**config.mk**
```make
export PLATFORM = sky130hd
export DESIGN_NAME = mem_wb_stage
export DESIGN_NICKNAME = d
export VERILOG_FILES = /design/src/rtl/mem_wb_stage_pkg.sv /design/src/rtl/mem_wb_stage_regfile_2r1w.sv /design/src/rtl/mem_wb_stage.sv
export SDC_FILE = /design/constraint.sdc
export NUM_CORES = 2
export LEC_CHECK = 0
export ABC_AREA = 1
export CELL_PAD_IN_SITES_DETAIL_PLACEMENT = 1
export CELL_PAD_IN_SITES_GLOBAL_PLACEMENT = 2
export CORE_MARGIN = 3
export CORE_UTILIZATION = 32
export DETAILED_ROUTE_END_ITERATION = 6
export PLACE_DENSITY_LB_ADDON = 0.1
export SYNTH_ARGS = -nofsm -noshare
export SYNTH_HDL_FRONTEND = slang
export SYNTH_SLANG_ARGS = --single-unit
```
**constraint.sdc**
```tcl
create_clock -name clk_i -period 1.85 [get_ports clk_i]
set_input_delay 0.2775 -clock clk_i [delete_from_list [all_inputs] [get_ports clk_i]]
set_output_delay 0.2775 -clock clk_i [all_outputs]
set_load 0.02 [all_outputs]
```
**src/rtl/mem_wb_stage_pkg.sv**
```systemverilog
// Shared widths and constants for the memory->writeback stage and its register file.
package mem_wb_stage_pkg;
  localparam int XLEN   = 32;
  localparam int REG_AW = 5;
  localparam int RET_W  = 64;
  localparam int NREGS  = 1 << REG_AW;
  localparam logic [REG_AW-1:0] ZERO_REG = '0;
endpackage

```
**src/rtl/mem_wb_stage_regfile_2r1w.sv**
```systemverilog
// Integer register file: one synchronous write port, two combinational read ports
// that see a same-cycle write through the bypass path; x0 is hardwired to zero.
module regfile_2r1w
  import mem_wb_stage_pkg::*;
#(
  parameter int DW = XLEN,
  parameter int AW = REG_AW
) (
  input  logic          clk_i,
  input  logic          rst_n_i,
  input  logic          we_i,
  input  logic [AW-1:0] waddr_i,
  input  logic [DW-1:0] wdata_i,
  input  logic [AW-1:0] raddr1_i,
  input  logic [AW-1:0] raddr2_i,
  output logic [DW-1:0] rdata1_o,
  output logic [DW-1:0] rdata2_o
);
  localparam int DEPTH = 1 << AW;

  logic [DW-1:0] regs_q [DEPTH];

  always_ff @(posedge clk_i or negedge rst_n_i) begin
    if (!rst_n_i) begin
      for (int i = 0; i < DEPTH; i++) regs_q[i] <= '0;
    end else if (we_i && (waddr_i != '0)) begin
      regs_q[waddr_i] <= wdata_i;
    end
  end

  // Bypass lets decode see the value committing this cycle without waiting a clock.
  function automatic logic [DW-1:0] read_port(input logic [AW-1:0] addr);
    logic [DW-1:0] val;
    if (addr == '0)                  val = '0;
    else if (we_i && addr == waddr_i) val = wdata_i;
    else                             val = regs_q[addr];
    return val;
  endfunction

  always_comb begin
    rdata1_o = read_port(raddr1_i);
    rdata2_o = read_port(raddr2_i);
  end
endmodule

```
**src/rtl/mem_wb_stage.sv**
```systemverilog
// Memory->writeback pipeline register, commit logic, retire counter and the
// register file that the writeback stage commits into.
module mem_wb_stage
  import mem_wb_stage_pkg::*;
(
  input  logic              clk_i,
  input  logic              rst_n_i,
  input  logic              execute_vaild_i,
  input  logic              ED_load_i,
  input  logic              ED_reg_wen_i,
  input  logic [REG_AW-1:0] ED_rd_i,
  input  logic [XLEN-1:0]   ED_valE_i,
  input  logic [XLEN-1:0]   M_valM_i,
  input  logic [XLEN-1:0]   ED_pc_i,
  input  logic              stall_i,
  input  logic              flush_i,
  input  logic [REG_AW-1:0] D_rs1_addr_i,
  input  logic [REG_AW-1:0] D_rs2_addr_i,
  output logic [XLEN-1:0]   D_rs1_data_o,
  output logic [XLEN-1:0]   D_rs2_data_o,
  output logic              W_valid_o,
  output logic [REG_AW-1:0] W_rd_o,
  output logic              W_wen_o,
  output logic [XLEN-1:0]   W_data_o,
  output logic [XLEN-1:0]   W_pc_o,
  output logic              W_commit_o,
  output logic [RET_W-1:0]  W_retire_cnt_o
);
  logic              valid_q, valid_d;
  logic              wen_q, wen_d;
  logic [REG_AW-1:0] rd_q, rd_d;
  logic [XLEN-1:0]   data_q, data_d;
  logic [XLEN-1:0]   pc_q, pc_d;
  logic [RET_W-1:0]  retire_cnt_q, retire_cnt_d;
  logic              commit;

  // A stalled W instruction simply waits; it retires on the first unstalled cycle.
  assign commit = valid_q & ~stall_i;

  always_comb begin
    valid_d = valid_q;
    wen_d   = wen_q;
    rd_d    = rd_q;
    data_d  = data_q;
    pc_d    = pc_q;
    if (flush_i) begin
      valid_d = 1'b0;
      wen_d   = 1'b0;
    end else if (!stall_i) begin
      valid_d = execute_vaild_i;
      wen_d   = ED_reg_wen_i & execute_vaild_i & (ED_rd_i != ZERO_REG);
      rd_d    = ED_rd_i;
      data_d  = ED_load_i ? M_valM_i : ED_valE_i;
      pc_d    = ED_pc_i;
    end
    retire_cnt_d = retire_cnt_q + RET_W'(commit);
  end

  always_ff @(posedge clk_i or negedge rst_n_i) begin
    if (!rst_n_i) begin
      valid_q      <= 1'b0;
      wen_q        <= 1'b0;
      rd_q         <= '0;
      data_q       <= '0;
      pc_q         <= '0;
      retire_cnt_q <= '0;
    end else begin
      valid_q      <= valid_d;
      wen_q        <= wen_d;
      rd_q         <= rd_d;
      data_q       <= data_d;
      pc_q         <= pc_d;
      retire_cnt_q <= retire_cnt_d;
    end
  end

  regfile_2r1w #(.DW(XLEN), .AW(REG_AW)) u_regfile (
    .clk_i    (clk_i),
    .rst_n_i  (rst_n_i),
    .we_i     (commit & wen_q),
    .waddr_i  (rd_q),
    .wdata_i  (data_q),
    .raddr1_i (D_rs1_addr_i),
    .raddr2_i (D_rs2_addr_i),
    .rdata1_o (D_rs1_data_o),
    .rdata2_o (D_rs2_data_o)
  );

  assign W_valid_o      = valid_q;
  assign W_rd_o         = rd_q;
  assign W_wen_o        = wen_q;
  assign W_data_o       = data_q;
  assign W_pc_o         = pc_q;
  assign W_commit_o     = commit;
  assign W_retire_cnt_o = retire_cnt_q;
endmodule

```
Yosys cells after proc, flatten, opt, wreduce, memory -nomap -nowiden
Cells that the tools add are included.
{"block": "word_totals", "out_inout_bits": 200, "elab_cells": 82, "ff_bits": 1159, "mem_bits_ro": 0, "mem_count": 0, "latch_bits": 0, "ram_bits": 0, "inputBits": 118}
{"block": "classes", "div": 0, "eq_ne": 3, "n_reduce_logical": 9, "n_mux": 18, "n_shift": 0, "n_bitwise": 9, "addsub": 1, "mul": 0, "magnitude_cmp": 4}
{"op": "1024-bit bitwise mux", "count": 1}
{"op": "32-bit binary-select mux with 5-bit select", "count": 2}
{"op": "32-bit two-way mux", "count": 10}
{"op": "32-bit demux with 5-bit select", "count": 1}
{"op": "64-bit by 1-bit adder with 64-bit output", "count": 1}
{"op": "6-bit >= comparator, second input constant", "count": 3}
{"op": "5-bit NOT with 6-bit output", "count": 3}
{"op": "5-bit == test", "count": 2}
{"op": "5-bit zero test", "count": 2}
{"op": "5-bit nonzero test", "count": 2}
{"op": "6-bit by 1-bit less-than comparator with 1-bit output, second input constant", "count": 1}
{"op": "1-bit AND", "count": 4}
{"op": "1-bit logical AND", "count": 4}
{"op": "1-bit two-way mux", "count": 4}
{"op": "2-bit by 1-bit inequality test with 1-bit output, second input constant", "count": 1}
{"op": "1-bit NOT", "count": 2}
{"op": "2-bit AND reduction", "count": 1}

Longest topological paths before layout
{"block": "logic_depth", "ltp_word": 6, "mapped_depth": 13, "ltp_nobuf": 12}

Modules after synthesis
From an unflattened synthesis, not the netlist that was laid out.
{"block": "hier_totals", "hier_cells": 9721, "hier_area_um2": 65918.2}
{"mod": "regfile_2r1w", "seq_area_each_um2": 25624.6, "cells_each": 8859, "instances": 1, "area_each_um2": 59344.4}
{"mod": "mem_wb_stage", "seq_area_each_um2": 3378.2, "cells_each": 862, "instances": 1, "area_each_um2": 6573.8}

Worst setup path before layout
No wires, ideal clock.
{"block": "synth_path", "kind": "reg-to-output", "from": "register valid_q, in the netlist W_valid_o", "to": "output port D_rs1_data_o[0]", "stages_incl_launch_ff": 9, "required_time_ns": 1.572, "path_slack_ns": -0.767, "arrival_time_ns": 2.340, "n_path_buf": 2, "cell_sequence": "dfrtp_1 -> inv_1 -> nor2_1 -> nand2_1 -> nor3_2 -> nand3_1 -> buf_2 -> buf_2 -> a21oi_1"}
{"block": "synth_between", "elab_chain_len": 5}
{"element": "start: declaration", "line": "mem_wb_stage.sv:29", "rtl": "logic valid_q, valid_d;"}
{"element": "start signal: assignment", "line": "mem_wb_stage.sv:68", "rtl": "valid_q <= valid_d;"}
{"element": "1-bit AND", "line": "mem_wb_stage.sv:38", "rtl": "assign commit = valid_q & ~stall_i;"}
{"element": "named net W_commit_o", "line": "mem_wb_stage.sv:26", "rtl": "output logic W_commit_o,"}
{"element": "1-bit AND", "line": "mem_wb_stage.sv:80", "rtl": ".we_i (commit & wen_q),"}
{"element": "1-bit logical AND", "line": "mem_wb_stage_regfile_2r1w.sv:35", "rtl": "else if (we_i && addr == waddr_i) val = wdata_i;"}
{"element": "32-bit two-way mux", "line": "mem_wb_stage_regfile_2r1w.sv:35"}
{"element": "32-bit two-way mux", "line": "mem_wb_stage_regfile_2r1w.sv:34", "rtl": "if (addr == '0) val = '0;"}
{"element": "end: declaration", "line": "mem_wb_stage.sv:19", "rtl": "output logic [XLEN-1:0] D_rs1_data_o,"}
The timed path passes the listed nets, and every way through them passes these cells.

Worst setup path after layout
{"block": "layout_path", "from": "register rd_q[1], in the netlist W_rd_o[1]", "to": "output port D_rs2_data_o[23]"}
{"block": "layout_between", "elab_chain_len": 4}
{"element": "start: declaration", "line": "mem_wb_stage.sv:31", "rtl": "logic [REG_AW-1:0] rd_q, rd_d;"}
{"element": "start signal: assignment", "line": "mem_wb_stage.sv:70", "rtl": "rd_q <= rd_d;"}
{"element": "5-bit == test", "line": "mem_wb_stage_regfile_2r1w.sv:35"}
{"element": "1-bit logical AND", "line": "mem_wb_stage_regfile_2r1w.sv:35"}
{"element": "32-bit two-way mux", "line": "mem_wb_stage_regfile_2r1w.sv:35"}
{"element": "32-bit two-way mux", "line": "mem_wb_stage_regfile_2r1w.sv:34"}
{"element": "end: declaration", "line": "mem_wb_stage.sv:20", "rtl": "output logic [XLEN-1:0] D_rs2_data_o,"}
Every way passes these cells.

==> summary.txt <==
Synth Area in Adders - 0.0392%
Min setup slack post-route - -1.29 ns
Die extent in y - 453 um
Finished Cell Area - 88500 um^2
Rel. slew slack - 51.4%
GR Overflow Total - 0
Synth area leaders - dfrtp_1 (45%), nand2_1 (13%), o21ai_0 (9.7%), nand3_1 (6.9%), o211ai_1 (6.2%)
Static Leak - 40.7 nW
Clock sink count - 1159
Total iterations of the first detailed-routing run - 7
Largest family of logic cells by synthesized area - simple AND/OR/NAND/NOR gates
Largest net degree at the start of global routing - 102
CP Max Fanout - 6
Post-synthesis sequential area ratio - 45.4%
Die Footprint - 205000 um^2
Vias in the first global route - 68600
Post-synthesis area per instance - 7.32 um^2
PwrDens - 772 nW/um^2
# Max-Cap Violations - 0
Post-Synth Simple-Gate Area - 24.1%
Most common cell in the synthesized netlist - nand2_1
Clk pin slew, worst setup/hold paths - 0.07 ns
Post-DRT Antenna Nets - 0
DP HPWL - 221 mm
DP Area - 80000 um^2
RSZ-0062 raised after global routing - yes
CORE AREA - 198000 um^2
P&R area growth vs syn - 38.7%
Gpl congestion - 0.884
Sw Share - 30.0%
Min-Delay Startpoint - execute_vaild_i
Initial drt markers - 5564
Final Skew - 0.0310 ns
Ports - 318
Dpl cells - 12000
Hold path depth - 3
Top_reg_cell synth - dfrtp_1
Fillers - 23500
Avg WL per Cell - 27.1 um
TritonCTS buffer count - 149
Outcome - finished, violations left
Initial Util - 32.3%
Mux contribution to synthesized area - 0%
Final wirelength - 337 mm
Synthesized Nets - 8833
Final Critical Period - 3.14 ns
Non-Filler Instances - 12400
Worst-case clock buffer depth - 3
Fraction of layout cells with a size suffix above 1 - 21.0%
Slew Limit Fails - 0
Yosys warning count - 0
Nets - 9809
Final hold vios - 0
Violated checks - negative setup slack
Reg2reg start - W_valid_o
Setup CP Type - reg2out
Actual slew at the worst max-slew pin - 0.727 ns
Hold WC Path Type - in2reg
Synthesized area - 63800 um^2
R2r setup slk - -0.49 ns
Post-synthesis compound-gate area fraction - 20.7%
Psw - 20.5 mW
Final Cycle Share - 170%
Footprint of the multi-input gates - 31600 um^2
Initial antenna violation count - 13
Crit. End Element - primary output
Reg2reg end - W_retire_cnt_o[50]
Yosys top cell by area - dfrtp_1
Root Buffer - clkbuf_16
Sequential cell area - 29000 um^2
Sequential power share - 38.5%
DRC errors left - 0
Fmax - 319 MHz
Power share of the combinational group - 18.1%
Commonest cells in the netlist - nand2_1 (2262), o21ai_0 (1235), dfrtp_1 (1159)
Horiz. Die Dim - 453 um
Clk Latency, worst-skew pair - 0.82 ns
Area share of the largest cell type after synthesis - 45.4%
CP startpoint kind - register
Clock group share of total power - 43.4%
Arrival time worst endpoint - 2.86 ns
CTS tree - built
DR vias/cell - 5.49
WP data required - 1.57 ns
Total global-route track usage - 30.9%
Post-synth cell types - 37
CTS H-Tree Depth - 4
FF-to-FF path depth - 17
Cell Int Power - 47.9 mW
# port buffers - 317
Asr flop ratio synth - 100%
# rows - 163
Post-synth EDFFs - 0
FF+latch count, synth - 1159
Hold EP - W_valid_o
Max rail drop VDD - 1020 uV
Final setup fails - 1162
Gate Count Post-Synth - 8713
First-pass GRT wire length - 475 mm
Xor/xnor share of the synthesized area - 0.851%
DR vias - 68200
[kinds of logic after synthesis]
group / after synthesis
DFF: 1159
AOI/OAI and AO/OA: 2353
adders and majority gates: 2
and+or+nand+nor: 3669
xor gates and xnor gates: 62
buffers and inverters: 1468
[critical path, stage by stage, from the launching register on]
cell	delay (ns)
dfrtp_2	0.45
xor2_2	0.17
nor3_2	0.24
buf_4	0.20
nand3_4	0.10
buf_12	0.19
buf_8	0.14
nand2_4	0.07
nor2_4	0.04
nor2_2	0.15
buf_6	0.15
buf_6	0.12
[metal layers]
metal,part of all wire [%],global-route usage [%]
met2,47,50.5
met3,4.5,3.54
met1,44,41.6
met5,0,0
met4,5.2,12.8
[layout by cell type (no fill, tap or decap), types with 31 or more instances in the layout]
master | netlist | routed
dlymetal6s2s_1 | 0 | 35
nor2_1 | 364 | 303
clkdlybuf4s50_1 | 0 | 144
buf_6 | 0 | 121
o21ai_0 | 1235 | 1171
nand2_2 | 4 | 32
xor2_1 | 43 | 41
or2_2 | 50 | 50
buf_12 | 0 | 270
o21bai_4 | 0 | 31
o22ai_1 | 32 | 32
o21ai_1 | 175 | 201
nor2_4 | 0 | 38
dfrtp_1 | 1159 | 1130
nand2_1 | 2262 | 2182
inv_1 | 673 | 653
clkbuf_16 | 0 | 179
nand3_4 | 0 | 33
nand2_4 | 0 | 47
nor3_1 | 44 | 35
o21ai_2 | 0 | 37
a21oi_4 | 0 | 41
o211ai_1 | 530 | 530
clkbuf_8 | 0 | 32
clkbuf_1 | 600 | 39
nand3_1 | 876 | 842
buf_4 | 1 | 912
a21oi_1 | 344 | 300
[flip-flops by register name, summed over array words and instances, names as in the netlist]
signal and flops:
u_regfile.regs_q 1024, W_retire_cnt_o 64, W_data_o 32, W_pc_o 32
W_rd_o 5, W_valid_o 1, W_wen_o 1
[per-stage QoR]
step | TNS (ns) | hold slack, ns | total power, mW | setup slack (ns) | util, %
finish | -243.44 | 0.0413 | 68.4 | -1.29 | 44.7
floorplan | -11.95 | -0.0181 | 31.7 | -0.191 | -
global placement | -558.83 | 0.365 | 38.4 | -1.23 | 40.4
global route | -294.07 | 0.0236 | 70.8 | -1.32 | 44.7
CTS | -267.65 | 0.00144 | 68.7 | -1.25 | 43.5
detailed placement | -585.93 | 0.368 | 38.6 | -1.22 | 40.4
[repair_timing]
item / 4_1_cts / 5_1_grt
cloned: 6 / 30
endpoints found under the hold margin: 1134 / 0
setup buffers: 35 / 49
gates resized for setup: 608 / 526
hold buffers: 29 / 0
setup endpoints to repair: 1224 / 1224
pin swaps: 29 / 72
[worst max path at each step]
stage                          from                to  depth (start not counted)
final                     W_rd_o[1]  D_rs2_data_o[23]                         11
after global routing      W_rd_o[1]  D_rs2_data_o[23]                         11
after CTS                 W_rd_o[0]  D_rs2_data_o[23]                         12
after detailed placement    stall_i  D_rs1_data_o[20]                         11
after global placement      stall_i  D_rs1_data_o[20]                         10
after floorplan           W_rd_o[2]  D_rs1_data_o[12]                          7
[power groups by stage]
stage | registers (mW) | clock network, mW | logic (mW)
3_3_place_gp | 26.7 | 0 | 11.7
6_report | 26.4 | 29.7 | 12.4
5_1_grt | 26.4 | 31.3 | 13.1
4_1_cts | 26.3 | 30.3 | 12.1
2_1_floorplan | 26.9 | 0 | 4.81
3_5_place_dp | 26.7 | 0 | 11.9
[final cells by class]
type	count	area share (%)
multi-input combinational	6086	35.7
sequential	1159	32.8
timing repair buffer	1608	19.4
clock buffer	228	5.10
tap	2640	3.73
inverter	685	2.95
clock inverter	22	0.334
antenna	5	0.0141
Power figures use the tool's default switching activity.
